### src/rtl/uart_pkg.sv
// Shared definitions for the UART transmit scheduler: FSM state encoding
// and default timing constants.
package uart_pkg;

   typedef enum logic [2:0] {
      ST_IDLE    = 3'd0,
      ST_START   = 3'd1,
      ST_WAIT_HI = 3'd2,
      ST_WAIT_LO = 3'd3,
      ST_GAP     = 3'd4
   } state_t;

   localparam int DEF_GAP      = 2;
   localparam int DEF_START_TO = 4;
   localparam int DEF_FRAME_TO = 64;

   function automatic int max3(input int a, input int b, input int c);
      int m;
      m = (a > b) ? a : b;
      return (m > c) ? m : c;
   endfunction

endpackage

### src/rtl/uart_tx_sched_rr_pick.sv
// Combinational round-robin picker: first requester above last_id, wrapping,
// so last_id itself wins only when nobody else is asking.
module rr_pick #(
   parameter int NREQ = 4,
   parameter int IDW  = $clog2(NREQ)
) (
   input  logic [NREQ-1:0] req,
   input  logic [IDW-1:0]  last_id,
   output logic            valid,
   output logic [IDW-1:0]  id
);

   logic [IDW-1:0] idx_s;
   logic           found_s;

   // Scan NREQ positions starting just above last_id.
   always_comb begin
      valid   = |req;
      id      = last_id;
      found_s = 1'b0;
      idx_s   = last_id;
      for (int k = 1; k <= NREQ; k++) begin
         idx_s = IDW'((int'(last_id) + k) % NREQ);
         if (!found_s && req[idx_s]) begin
            found_s = 1'b1;
            id      = idx_s;
         end else begin
            found_s = found_s;
         end
      end
   end

endmodule

### src/rtl/uart_tx_sched.sv
// Shares one UART transmitter among NREQ requesters: round-robin grant,
// start/frame handshake supervision with timeouts, and an inter-frame gap.
module uart_tx_sched
   import uart_pkg::*;
#(
   parameter int NREQ     = 4,
   parameter int GAP      = DEF_GAP,
   parameter int START_TO = DEF_START_TO,
   parameter int FRAME_TO = DEF_FRAME_TO
) (
   input  logic                    clk,
   input  logic                    rst,
   input  logic [NREQ-1:0]         req,
   input  logic [8*NREQ-1:0]       req_data,
   output logic [NREQ-1:0]         ack,
   output logic [7:0]              tx_data,
   output logic                    tx_start,
   input  logic                    tx_busy,
   output logic [$clog2(NREQ)-1:0] cur_id,
   output logic                    busy,
   output logic                    err
);

   localparam int IDW = $clog2(NREQ);
   localparam int CW  = $clog2(max3(GAP, START_TO, FRAME_TO) + 1);

   state_t          state_r;
   state_t          state_s;
   state_t          post_s;
   logic [CW-1:0]   cnt_r;
   logic            pick_valid_s;
   logic [IDW-1:0]  pick_id_s;
   logic [NREQ-1:0] ack_s;
   logic [7:0]      tx_data_s;
   logic            tx_start_s;
   logic [IDW-1:0]  cur_id_s;
   logic            busy_s;
   logic            err_s;

   rr_pick #(.NREQ(NREQ), .IDW(IDW)) u_pick (
      .req     (req),
      .last_id (cur_id),
      .valid   (pick_valid_s),
      .id      (pick_id_s)
   );

   // Next state and next registered outputs.
   always_comb begin
      state_s    = state_r;
      ack_s      = '0;
      tx_start_s = 1'b0;
      tx_data_s  = tx_data;
      cur_id_s   = cur_id;
      err_s      = 1'b0;
      if (GAP == 0) begin
         post_s = ST_IDLE;
      end else begin
         post_s = ST_GAP;
      end
      case (state_r)
         ST_IDLE: begin
            if (pick_valid_s) begin
               state_s          = ST_START;
               ack_s[pick_id_s] = 1'b1;
               tx_start_s       = 1'b1;
               tx_data_s        = req_data[{pick_id_s, 3'b000} +: 8];
               cur_id_s         = pick_id_s;
            end else begin
               state_s = ST_IDLE;
            end
         end
         ST_START: state_s = ST_WAIT_HI;
         ST_WAIT_HI: begin
            if (tx_busy) begin
               state_s = ST_WAIT_LO;
            end else if (cnt_r >= CW'(START_TO - 1)) begin
               state_s = post_s;
               err_s   = 1'b1;
            end else begin
               state_s = ST_WAIT_HI;
            end
         end
         ST_WAIT_LO: begin
            if (!tx_busy) begin
               state_s = post_s;
            end else if (cnt_r >= CW'(FRAME_TO - 1)) begin
               state_s = post_s;
               err_s   = 1'b1;
            end else begin
               state_s = ST_WAIT_LO;
            end
         end
         ST_GAP: begin
            if (cnt_r >= CW'(GAP - 1)) begin
               state_s = ST_IDLE;
            end else begin
               state_s = ST_GAP;
            end
         end
         default: state_s = ST_IDLE;
      endcase
      busy_s = (state_s != ST_IDLE);
   end

   // State, shared saturating counter (cleared on each state entry) and outputs.
   always_ff @(posedge clk or posedge rst) begin
      if (rst) begin
         state_r  <= ST_IDLE;
         cnt_r    <= '0;
         ack      <= '0;
         tx_start <= 1'b0;
         tx_data  <= 8'h00;
         cur_id   <= IDW'(NREQ - 1);
         busy     <= 1'b0;
         err      <= 1'b0;
      end else begin
         state_r  <= state_s;
         if (state_s != state_r) begin
            cnt_r <= '0;
         end else if (cnt_r != {CW{1'b1}}) begin
            cnt_r <= cnt_r + CW'(1);
         end else begin
            cnt_r <= cnt_r;
         end
         ack      <= ack_s;
         tx_start <= tx_start_s;
         tx_data  <= tx_data_s;
         cur_id   <= cur_id_s;
         busy     <= busy_s;
         err      <= err_s;
      end
   end

endmodule

### config.mk
export PLATFORM = sky130hd
export DESIGN_NAME = uart_tx_sched
export DESIGN_NICKNAME = d
export VERILOG_FILES = /design/src/rtl/uart_pkg.sv /design/src/rtl/uart_tx_sched_rr_pick.sv /design/src/rtl/uart_tx_sched.sv
export SDC_FILE = /design/constraint.sdc
export NUM_CORES = 1
export LEC_CHECK = 0
export CORE_MARGIN = 1.5
export CORE_UTILIZATION = 35
export CTS_CLUSTER_DIAMETER = 30
export DETAILED_ROUTE_END_ITERATION = 6
export PLACE_DENSITY = 0.76
export SLEW_MARGIN = 20
export SYNTH_ARGS = -nofsm -noshare
export SYNTH_HDL_FRONTEND = slang
export SYNTH_SLANG_ARGS = --single-unit
### constraint.sdc
create_clock -name clk -period 2.2 [get_ports clk]
set_input_delay 0.44 -clock clk [delete_from_list [all_inputs] [get_ports clk]]
set_output_delay 0.44 -clock clk [all_outputs]
set_load 0.02 [all_outputs]
==> results.ini <==
[sta]
rsz0062_at_grt = false
hold_viol = 0
max_freq_mhz = 509
slew_headroom_pct = 61.9
finalSetupViolCount = 0
drv_slew = 0
tns_ns = 0
skew_ns = 0.00243
final.period_utilization_pct = 89.4
tightest_slew_ns = 0.567
hold-worst-slack_ns = 0.507
min_period_ns = 1.97

[yosys]
synth_top_area_share_pct = 40.6
synth_ff_type = dfrtp_1
synth_most_common_cell = dfrtp_1
yosys-top-cells-count = dfrtp_1, nor2_1, and2_1, a211oi_1, a221oi_1
netlist_instances = 159
synth_area_leaders = dfrtp_1, nor2_1, mux2i_1, a221oi_1, and2_1
ys_seq_area_share_pct = 44.0
synth_top_cell_by_area = dfrtp_1
synth_fp_nets = 200
avgSynthCellArea_um2 = 9.69
synth_edf_count = 0
synth_seq_cells = 27
yosys_warnings = 0
synthDistinctLibCells = 42
ys_async_sr_fraction_pct = 100
netlist_area_mm2 = 0.00154

[final_layout]
nFillCells = 375
diodes = 0
design_area_mm2 = 0.00227
nets = 266
final_layout_size_suffix_gt1_share_pct = 9.38
syn_to_final_growth_pct = 47.3

[setup_path]
cp-start-kind = flip-flop
cp_slowest_cell = dfrtp_1
r2r_cells = 6
end_kind = flip-flop
crit_path_max_fanout = 7
required_ns = 2.37
path_cells = ha_1, a21oi_2, and3b_1, nor2_1, a211o_1, or3b_1
cp_slowest_stage_delay_ns = 0.46
worst-setup-path-type = reg -> reg
cp.arrival_ns = 2.13

[global_route]
grt_overflow = 0
grt_usage_pct = 16.9
grtUsageMet3_pct = 2.47
grt_busiest_layer = met2
grt_pass1_wl_mm = 6.51
antenna_found_initial = 0
grt_pass1_vias = 1355
gr-usage-met1_pct = 21.7
grtUsageMet2_pct = 28.4
grt_max_degree = 28

[route]
via_count = 1430
antenna_left = 0
wl_per_cell_um = 14.4
drc = 0
drtIter0Drc = 101
viasPerCell = 5.22
dr.pass1.iters = 4
wl_mm = 3.95

[power]
p_int_mw = 1.51
ir_worst_vdd_v = 0.000413
p_clk_share_pct = 11.5
p_seq_share_pct = 32.2
leakage_nw = 0.947
combPwrFrac_pct = 56.4
p_sw_mw = 1.03
swShare_pct = 40.6
powerDensity_mw_per_mm2 = 1120
finalPower_mw = 2.54

[cts]
htreeDepth = 1
cts-root-buf = clkbuf_8
cts.clk_slew.worst_paths_ns = 0.09
postCtsSetupBuffers = 0
ctsHoldBuffers = 0
insertion_delay_ns = 0.28
numCtsBuffers = 3
numClockSinks = 27
clock_path_buffers = 2
cts_tree = done
cts_resized = 0

[die]
start_util_pct = 37.5
coreArea_mm2 = 0.00412
rows = 23
die_w_um = 69.4
pin_count = 56
die_area_mm2 = 0.00481
die_h_um = 69.4

[job]
cap_violations = 0

[placed_design]
place.gp.congestion = 0.867
place_area_mm2 = 0.00223
io_buffers = 55
place_hpwl_mm = 2.98

[hold_path]
hold_class = in -> async

[run_status]
status = finished, final reports clean

==> registers in the layout (all words and copies together) (netlist names) <==
name and flops:
ack 4, tx_start 1, cnt_r 7, cur_id 2, tx_data 8, err 1
busy 1, state_r 3
==> stage by stage <==
step / instances / setup WS [ns] / utilization, %
floorplan: 159 / 0.318 / -
global placement: 270 / 0.0114 / 54.1
detailed placement: 270 / -0.0576 / 54.1
CTS: 274 / 0.245 / 55.2
global route: 274 / 0.0719 / 55.2
finish: 274 / 0.234 / 55.2
==> cell usage in the layout (no fill, tap or decap), types with 2 or more instances in the layout <==
cell and count:
o211ai_1 3, clkbuf_8 3, and3b_1 2, a21oi_1 5, mux2i_1 8, buf_4 10, a211oi_1 9, o21ai_0 8
nor2b_1 7, ha_1 2, xor2_1 2, nand3_1 5, dfrtp_1 25, a21o_1 2, nand2_1 4, and2_1 12
dfstp_2 2, nand4_1 2, and3_1 3, inv_1 2, nor2_1 22, nand2b_1 3, a221oi_1 9, clkdlybuf4s50_1 55
==> critical path, delay by kind of cell, from the launching register on <==
| kind | cells | cell delay, ns |
|---|---|---|
| AND/OR/NAND/NOR | 3 | 0.68 |
| AO/OA/AOI/OAI | 2 | 0.48 |
| flip-flops | 1 | 0.46 |
| adder cells (fa/ha/maj) | 1 | 0.24 |
==> routing by layer <==
layer	vias to the layer above	share of wire, %
li1	719	-
met1	683	45
met2	23	51
met3	5	2.6
met4	0	1.7
met5	-	0
==> logic make-up after synthesis <==
logic type,after synthesis,synth area share [%]
adders and majority gates,2,1.62
DFF,27,44.0
AOI/OAI and AO/OA,43,19.6
and+or+nand+nor,69,25.9
buffers and inverters,7,2.03
muxes,8,5.20
xor gates and xnor gates,3,1.70
==> power groups by stage <==
stage                     Combinational [mW]  Sequential, mW  Clock [mW]
after floorplan                        0.665           0.977           0
final                                   1.43           0.818       0.291
after detailed placement                1.44           0.829           0
after global routing                    1.54           0.847       0.319
after CTS                               1.44           0.819       0.303
after global placement                  1.41           0.824           0
==> layout make-up <==
| class | count | area [µm²] | area share (%) |
|---|---|---|---|
| Inverter | 2 | 7.51 | 0.331 |
| Tap cell | 50 | 62.6 | 2.75 |
| Sequential cell | 27 | 678 | 29.9 |
| Multi-Input combinational cell | 125 | 832 | 36.6 |
| Clock buffer | 4 | 45.0 | 1.98 |
| Timing Repair Buffer | 66 | 646 | 28.4 |
==> worst paths after layout <==
| path | from | to | slack, ns |
|---|---|---|---|
| worst max register to register | cnt_r[1]$_DFFE_PP0P_ | busy$_DFF_PP0_ | 0.23 |
| worst min register to register | cur_id[0]$_DFFE_PP1P_ | cur_id[0]$_DFFE_PP1P_ | 0.54 |
| worst max-delay path | cnt_r[1]$_DFFE_PP0P_ | busy$_DFF_PP0_ | 0.23 |
| min in group clk | cur_id[0]$_DFFE_PP1P_ | cur_id[0]$_DFFE_PP1P_ | 0.54 |
| worst min-delay path | rst | ack[2]$_DFF_PP0_ | 0.51 |
| max in group asynchronous | rst | cur_id[1]$_DFFE_PP1P_ | 1.38 |
Note: power is estimated with default switching activity, not from simulation.
